File: src/rtl/clk_wiz_pkg.sv
// rtl/clk_wiz_pkg.sv - shared defaults and phase-shift direction type for clk_wiz_0
package clk_wiz_pkg;

  localparam int DIV_DEF         = 8;
  localparam int LOCK_CYCLES_DEF = 64;
  localparam int PS_LATENCY_DEF  = 12;

  typedef enum logic {
    PS_DEC = 1'b0,
    PS_INC = 1'b1
  } ps_dir_e;

endpackage

File: src/rtl/clk_wiz_0_ps_ctrl.sv
// rtl/clk_wiz_0_ps_ctrl.sv - phase-shift handshake: busy/latency tracking, psdone, phase offset
module clk_wiz_0_ps_ctrl
  import clk_wiz_pkg::*;
#(
  parameter int DIV        = DIV_DEF,
  parameter int PS_LATENCY = PS_LATENCY_DEF
) (
  input  logic                    clk_in1,
  input  logic                    reset,
  input  logic                    psen,
  input  logic                    psincdec,
  output logic                    hold,
  output logic                    skip,
  output logic                    psdone,
  output logic [$clog2(DIV)-1:0]  ps_phase
);

  localparam int PW  = $clog2(DIV);
  localparam int LTW = $clog2(PS_LATENCY + 1);

  logic           busy;
  logic [LTW-1:0] lat_cnt;
  ps_dir_e        dir;
  logic           apply;

  // lat_cnt is 1 only in the cycle right after acceptance, which is when the divider is steered
  assign apply = busy && (lat_cnt == LTW'(1));
  assign hold  = apply && (dir == PS_INC);
  assign skip  = apply && (dir == PS_DEC);

  always_ff @(posedge clk_in1 or negedge reset) begin
    if (!reset) begin
      busy     <= 1'b0;
      lat_cnt  <= '0;
      dir      <= PS_DEC;
      psdone   <= 1'b0;
      ps_phase <= '0;
    end else begin
      psdone <= 1'b0;
      if (!busy) begin
        if (psen) begin
          busy    <= 1'b1;
          lat_cnt <= LTW'(1);
          dir     <= ps_dir_e'(psincdec);
        end
      end else if (lat_cnt == LTW'(PS_LATENCY)) begin
        busy   <= 1'b0;
        psdone <= 1'b1;
      end else begin
        lat_cnt <= lat_cnt + LTW'(1);
      end

      if (hold) begin
        ps_phase <= (ps_phase == PW'(DIV - 1)) ? '0 : ps_phase + PW'(1);
      end else if (skip) begin
        ps_phase <= (ps_phase == '0) ? PW'(DIV - 1) : ps_phase - PW'(1);
      end
    end
  end

endmodule

File: src/rtl/clk_wiz_0.sv
// rtl/clk_wiz_0.sv - integer clock divider with lock indicator and dynamic phase shift
module clk_wiz_0
  import clk_wiz_pkg::*;
#(
  parameter int DIV         = DIV_DEF,
  parameter int LOCK_CYCLES = LOCK_CYCLES_DEF,
  parameter int PS_LATENCY  = PS_LATENCY_DEF
) (
  input  logic                    clk_in1,
  input  logic                    reset,
  output logic                    clk_out1,
  input  logic                    psen,
  input  logic                    psincdec,
  output logic                    psdone,
  output logic                    locked,
  output logic [$clog2(DIV)-1:0]  ps_phase
);

  localparam int CW = $clog2(DIV);
  localparam int LW = $clog2(LOCK_CYCLES + 1);

  logic [CW-1:0] cnt;
  logic [CW-1:0] cnt_next;
  logic [CW:0]   cnt_sum;
  logic [CW:0]   cnt_step;
  logic [LW-1:0] lock_cnt;
  logic          clk_div;
  logic          hold;
  logic          skip;

  // hold repeats the current count (output later), skip jumps two (output earlier)
  always_comb begin
    cnt_step = hold ? (CW+1)'(0) : (skip ? (CW+1)'(2) : (CW+1)'(1));
    cnt_sum  = {1'b0, cnt} + cnt_step;
    cnt_next = (cnt_sum >= (CW+1)'(DIV)) ? CW'(cnt_sum - (CW+1)'(DIV)) : CW'(cnt_sum);
  end

  assign clk_div = (cnt < CW'(DIV / 2));

  always_ff @(posedge clk_in1 or negedge reset) begin
    if (!reset) begin
      cnt      <= '0;
      clk_out1 <= 1'b0;
      lock_cnt <= '0;
      locked   <= 1'b0;
    end else begin
      cnt      <= cnt_next;
      clk_out1 <= clk_div & locked;
      if (!locked) begin
        lock_cnt <= lock_cnt + LW'(1);
        locked   <= (lock_cnt == LW'(LOCK_CYCLES - 1));
      end
    end
  end

  clk_wiz_0_ps_ctrl #(
    .DIV        (DIV),
    .PS_LATENCY (PS_LATENCY)
  ) u_ps_ctrl (
    .clk_in1  (clk_in1),
    .reset    (reset),
    .psen     (psen),
    .psincdec (psincdec),
    .hold     (hold),
    .skip     (skip),
    .psdone   (psdone),
    .ps_phase (ps_phase)
  );

endmodule

File: config.mk
export PLATFORM = sky130hd
export DESIGN_NAME = clk_wiz_0
export DESIGN_NICKNAME = d
export VERILOG_FILES = /design/src/rtl/clk_wiz_pkg.sv /design/src/rtl/clk_wiz_0_ps_ctrl.sv /design/src/rtl/clk_wiz_0.sv
export SDC_FILE = /design/constraint.sdc
export NUM_CORES = 1
export LEC_CHECK = 0
export CAP_MARGIN = 20
export CORE_AREA = 2 2 51 53
export DETAILED_ROUTE_END_ITERATION = 10
export DIE_AREA = 0 0 53 55
export GPL_TIMING_DRIVEN = 0
export PLACE_DENSITY = 0.63
export SLEW_MARGIN = 15
export SYNTH_ARGS = -nofsm -noshare
export SYNTH_HDL_FRONTEND = slang
export SYNTH_SLANG_ARGS = --single-unit
export TNS_END_PERCENT = 50
File: constraint.sdc
create_clock -name clk_in1 -period 2.1 [get_ports clk_in1]
set_input_delay 0.21 -clock clk_in1 [delete_from_list [all_inputs] [get_ports clk_in1]]
set_output_delay 0.21 -clock clk_in1 [all_outputs]
set_load 0.02 [all_outputs]
After elaboration in Yosys (flattened, before gate mapping)

Cells that the tools add are included.

Register bits after elaboration: 22
Output and inout bits: 6
Word-level logic and storage cells: 49

Add/subtract/negate cells: 6
$lt $le $gt $ge: 2
Eq/ne operators: 5
Mux-type cells: 16
Bitwise gates (word level): 3
Reductions and logical operators: 8

Operator list:

| kind                                                               | count |
|---|---|
| 3-bit two-way mux                                                  | 5 |
| 4-bit two-way mux                                                  | 3 |
| 7-bit by 1-bit adder with 7-bit output, second input constant      | 1 |
| 7-bit by 6-bit == test with 1-bit output, second input constant    | 1 |
| 1-bit two-way mux                                                  | 6 |
| 3-bit by 1-bit subtractor with 3-bit output, second input constant | 2 |
| 3-bit by 2-bit adder with 4-bit output                             | 1 |
| 4-bit by 1-bit adder with 4-bit output, second input constant      | 1 |
| 4-bit by 1-bit == test with 1-bit output, second input constant    | 1 |
| 4-bit == test, second input constant                               | 1 |
| 4-bit >= comparator, second input constant                         | 1 |
| 2-bit two-way mux                                                  | 2 |
| 2-bit AND reduction                                                | 2 |
| 2-bit nonzero test                                                 | 2 |
| 3-bit by 1-bit adder with 3-bit output, second input constant      | 1 |
| 3-bit == test, second input constant                               | 1 |
| 1-bit logical AND                                                  | 3 |
| 3-bit logical NOT                                                  | 1 |
| 3-bit less-than comparator, second input constant                  | 1 |
| 2-bit != test, second input constant                               | 1 |
| 1-bit NOT                                                          | 2 |
| 1-bit AND                                                          | 1 |

Logic depth before layout (Yosys ltp)

Gate-level depths: netlist (run 1).

Depth after elaboration: 8
Mapped depth: 7
Depth with buffers taken out: 6

By module

A second synthesis (run 1) with hierarchy kept.

Cells, all modules: 103
Area total of the unflattened synthesis: 1,122.3 µm²

By module, submodules not included:

| module            | times used | cells an instance | area an instance (µm²) | sequential area each (µm²) |
|---|---|---|---|---|
| clk_wiz_0_ps_ctrl | 1          | 68                | 633.1                  | 250.2 |
| clk_wiz_0         | 1          | 35                | 489.2                  | 300.3 |

Worst setup path after synthesis (run 1)

OpenSTA, ideal clock, no wires.

Kind: register to register
From: register u_ps_ctrl.lat_cnt[1]
To: register cnt[2]
Library setup time: 0.123 ns
Data arrival time: 1.563 ns
Data required time: 1.977 ns
Path slack: 0.414 ns
Cell stages (with the launch flop): 8
Path buffers: 1
Path through: dfrtp_1 -> inv_1 -> ha_1 -> nand4bb_1 -> buf_2 -> ha_1 -> fa_1 -> xor2_1

Longest elaborated chain between the ends: 8
Elaborated cells on any way between the ends: 10
Those cells by class: add/sub: 2; order compare: 1; eq/ne: 1; mux: 3; reduce/logical: 3

RTL lines:

| what                                                                               | line                    | text |
|---|---|---|
| from (decl)                                                                        | clk_wiz_0_ps_ctrl.sv:22 | `logic [LTW-1:0] lat_cnt;` |
| from (signal assigned)                                                             | clk_wiz_0_ps_ctrl.sv:50 | `lat_cnt <= lat_cnt + LTW'(1);` |
| 4-bit by 1-bit == test with 1-bit output *                                         | clk_wiz_0_ps_ctrl.sv:27 | `assign apply = busy && (lat_cnt == LTW'(1));` |
| 1-bit logical AND *                                                                | clk_wiz_0_ps_ctrl.sv:27 |  |
| 1-bit logical AND                                                                  | clk_wiz_0_ps_ctrl.sv:29 | `assign skip = apply && (dir == PS_DEC);` |
| 2-bit two-way mux                                                                  | clk_wiz_0.sv:33         | `cnt_step = hold ? (CW+1)'(0) : (skip ? (CW+1)'(2) : (CW+1)'(1));` |
| 2-bit two-way mux *                                                                | clk_wiz_0.sv:33         |  |
| 3-bit by 2-bit adder with 4-bit output *                                           | clk_wiz_0.sv:34         | `cnt_sum = {1'b0, cnt} + cnt_step;` |
| 4-bit >= comparator or 3-bit by 1-bit subtractor with 3-bit output (tied branches) | clk_wiz_0.sv:35         | `cnt_next = (cnt_sum >= (CW+1)'(DIV)) ? CW'(cnt_sum - (CW+1)'(DIV)) : CW'(cnt_sum);` |
| 3-bit two-way mux *                                                                | clk_wiz_0.sv:35         |  |
| net cnt_next[2]                                                                    | clk_wiz_0.sv:23         | `logic [CW-1:0] cnt_next;` |
| to (signal assigned)                                                               | clk_wiz_0.sv:47         | `cnt <= cnt_next;` |
| to (decl)                                                                          | clk_wiz_0.sv:22         | `logic [CW-1:0] cnt;` |

The timed path passes the listed nets; every way through them passes the cells marked *.
A chain may end at the register's enable or synchronous reset.

Final worst setup path (run 1)

Ends and elaborated chain as after synthesis.

==> out/metrics.cfg, run 1 <==
[sta]
whs_ns=0.2137
fin_skew_ns=0.008257
fin_crit_sh=0.8548
worst_slack_ns=0.3049
fin_crit_ns=1.795
setup_tns_ns=0
tightest_slew_ns=0.4405
drv_slew=0
final-setup-viol-count=0
max_freq_mhz=557.1
grt_setup_unrepaired=no
hold_viol=0
slew_headroom=0.7054

[setup_path]
end_kind=flop
cp.arrival_ns=1.99
required_ns=2.29
criticalPathCategory=flop to flop
cp_max_fo=8
crit_path_start_kind=flop

[finish]
ff_latch_area_um2=550.5
syn2layout_area_growth_pct=15.81
final_nets=122
multi_input_area_um2=450.4
fillers=215
drive_gt1_frac=0.07547
insertedDiodeCount=0

[logic_synthesis]
netlist_area_um2=1045
ys_warn_count=0
synth.avg_cell_area_um2=11.23
synth_cell_types=26
async_reset_ff_frac=1.000
synth_seq_area_share=0.5269
synth_edf_count=0
ys_ff_latch=22
synth_nets=107
ys.flop_type=dfrtp_1
netlist_instances=93

[pwr]
fin_total_pwr_w=0.001424
powerDensity_nw_per_um2=1177
seq_power_share=0.466
pwr-share-clk=0.129
swShare=0.3718
comb_power_share=0.405
intPower_w=0.0008945
power.switching_w=0.0005294
leakage_nw=0.5424
vdd_ir_drop_max_uv=618.1

[floorplanning]
fp.dieW_um=53
core_um2=2365
start_util=0.4418
die_h_um=55
rows=18
io_pins=10
floorplan.die_area_um2=2915

[global_routing]
grtUsageTotal=0.1414
grt_pass1_wl_um=2918
grt_pass1_vias=703
grt_start_max_net_pins=23
antenna_found_initial=0
grt-ovfl-total=0

[clock_network]
clock-root-buffer=clkbuf_4
path_clk_slew_ns=0.12
cts_max_path_buffers=2
cts_made_buffers=3
cts-resized-gates=0
cts_tree=yes
cts_setup_buffers=0
htreeDepth=1
clkLatencyLatePin_ns=0.30
clkSinkCount=22
holdBufCountCts=0

[drt]
wirelength_um=1590
drc=0
wl_per_cell_um=11.69
vias_per_cell=5.007
drtIter0Drc=5
num_vias=681
route.antenna.remaining_nets=0
firstDrtPassIters=4

[hold_path]
hold_path.class=input port to async pin

[run_status]
status=complete, no violations

[place]
io_buffers=9
place_ws_ns=0.3176
dp_hpwl_um=1134
finalWeightedCongestion=0.7396

[job]
drv_cap=0

==> power groups by stage <==
| stage | combinational, W | sequential, W | clock, W |
|---|---|---|---|
| 2_1_floorplan | 0.000381 | 0.000690 | 0 |
| 3_3_place_gp | 0.000556 | 0.000666 | 0 |
| 3_5_place_dp | 0.000579 | 0.000672 | 0 |
| 4_1_cts | 0.000581 | 0.000665 | 0.000194 |
| 5_1_grt | 0.000672 | 0.000687 | 0.000211 |
| 6_report | 0.000577 | 0.000663 | 0.000184 |
==> registers in the layout, indices dropped and copies added (netlist names) <==
register and count:
u_ps_ctrl.busy 1, u_ps_ctrl.ps_phase 3, u_ps_ctrl.psdone 1, clk_out1 1, locked 1, u_ps_ctrl.dir 1, u_ps_ctrl.lat_cnt 4, lock_cnt 7
cnt 3
==> final timing paths <==
check / from / end / slack, ns / depth (start not counted)
worst min register to register: cnt[2]$_DFF_PN0_ / clk_out1$_DFF_PN0_ / 0.45 / 1
worst max register to register: u_ps_ctrl.lat_cnt[1]$_DFFE_PN0P_ / cnt[2]$_DFF_PN0_ / 0.30 / 7
min in group clk_in1: cnt[2]$_DFF_PN0_ / clk_out1$_DFF_PN0_ / 0.45 / 1
worst min-delay path: reset / lock_cnt[2]$_DFFE_PN0N_ / 0.21 / 1
max in group asynchronous: reset / lock_cnt[0]$_DFFE_PN0N_ / 1.45 / 2
worst max-delay path: u_ps_ctrl.lat_cnt[1]$_DFFE_PN0P_ / cnt[2]$_DFF_PN0_ / 0.30 / 7
==> placed cells by master (no fill, tap or decap), drive strengths merged <==
cell type and n:
dfrtp 22, ha 9, clkdlybuf4s50 9, inv 8, nor2 8, a21oi 5, xnor2 5, xor2 4
nand2 4, nor3 4, clkbuf 4, nand3 3, buf 3, nand2b 2, o21ai 2, nand4b 2
mux2 2, nand4bb 1, nor2b 1, nand4 1, o21bai 1, a211o 1, a31oi 1, a211oi 1
and4 1, o311ai 1, fa 1
==> per-stage QoR <==
stage                     instance area, µm²  instances    util
after floorplan                         1045         93       -
after global placement                  1172        132  0.4958
after CTS                               1195        135  0.5053
after global routing                    1210        136  0.5116
after detailed placement                1172        132  0.4958
final                                   1210        136  0.5116
==> cell type report <==
type | count | area share
buffer | 3 | 0.01138
timing repair buffer | 10 | 0.08687
multi-input combinational | 60 | 0.3723
clock buffer | 3 | 0.01861
tap | 30 | 0.03102
sequential | 22 | 0.4550
inverter | 8 | 0.02482
==> cell usage after synthesis (2+ instances only) <==
library cell   n  share of area
ha_1           9           0.11
nor3_1         4          0.019
dfrtp_1       22           0.53
nand3_1        3          0.014
buf_2          2         0.0096
o21ai_0        2         0.0096
inv_1          8          0.029
nand2_1        4          0.014
mux2_2         2          0.022
xnor2_1        5          0.042
a21oi_1        5          0.024
xor2_1         4          0.034
nand2b_1       2          0.012
nor2_1         8          0.029
nand4b_1       2          0.017
==> critical path, cell delays in order (launching register included) <==
cell       delay (ns)
dfrtp_1          0.44
inv_1            0.11
ha_1             0.15
nand4bb_1        0.09
buf_2            0.17
ha_1             0.20
fa_1             0.37
xor2_1           0.17
==> routing by layer <==
layer,vias up,track usage,share of wire
met5,-,0,0
met4,0,0.07692,0.0094
met3,2,0.03226,0.028
met2,9,0.2229,0.48
met1,329,0.1817,0.48
li1,341,-,-
==> kinds of logic after synthesis <==
kind of cell,after synthesis,synth area share
AOI/OAI and AO/OA,12,0.07067
xor gates and xnor gates,9,0.07544
adders and majority gates,10,0.1269
buffers and inverters,11,0.04191
DFF,22,0.5269
muxes,2,0.02156
and+or+nand+nor,27,0.1365
No activity file was read; power rests on OpenSTA's default activity.
==> run 2, diff against run 1 <==
--- a/config.mk
+++ b/config.mk
@@ -5,6 +5,7 @@
 export SDC_FILE = /design/constraint.sdc
 export NUM_CORES = 1
 export LEC_CHECK = 0
+export ABC_AREA = 0
 export CAP_MARGIN = 20
 export CORE_AREA = 2 2 51 53
 export DETAILED_ROUTE_END_ITERATION = 10
==> results of run 2 <==
Same layout as run 1: the final DEF is identical, and so are final timing and power.
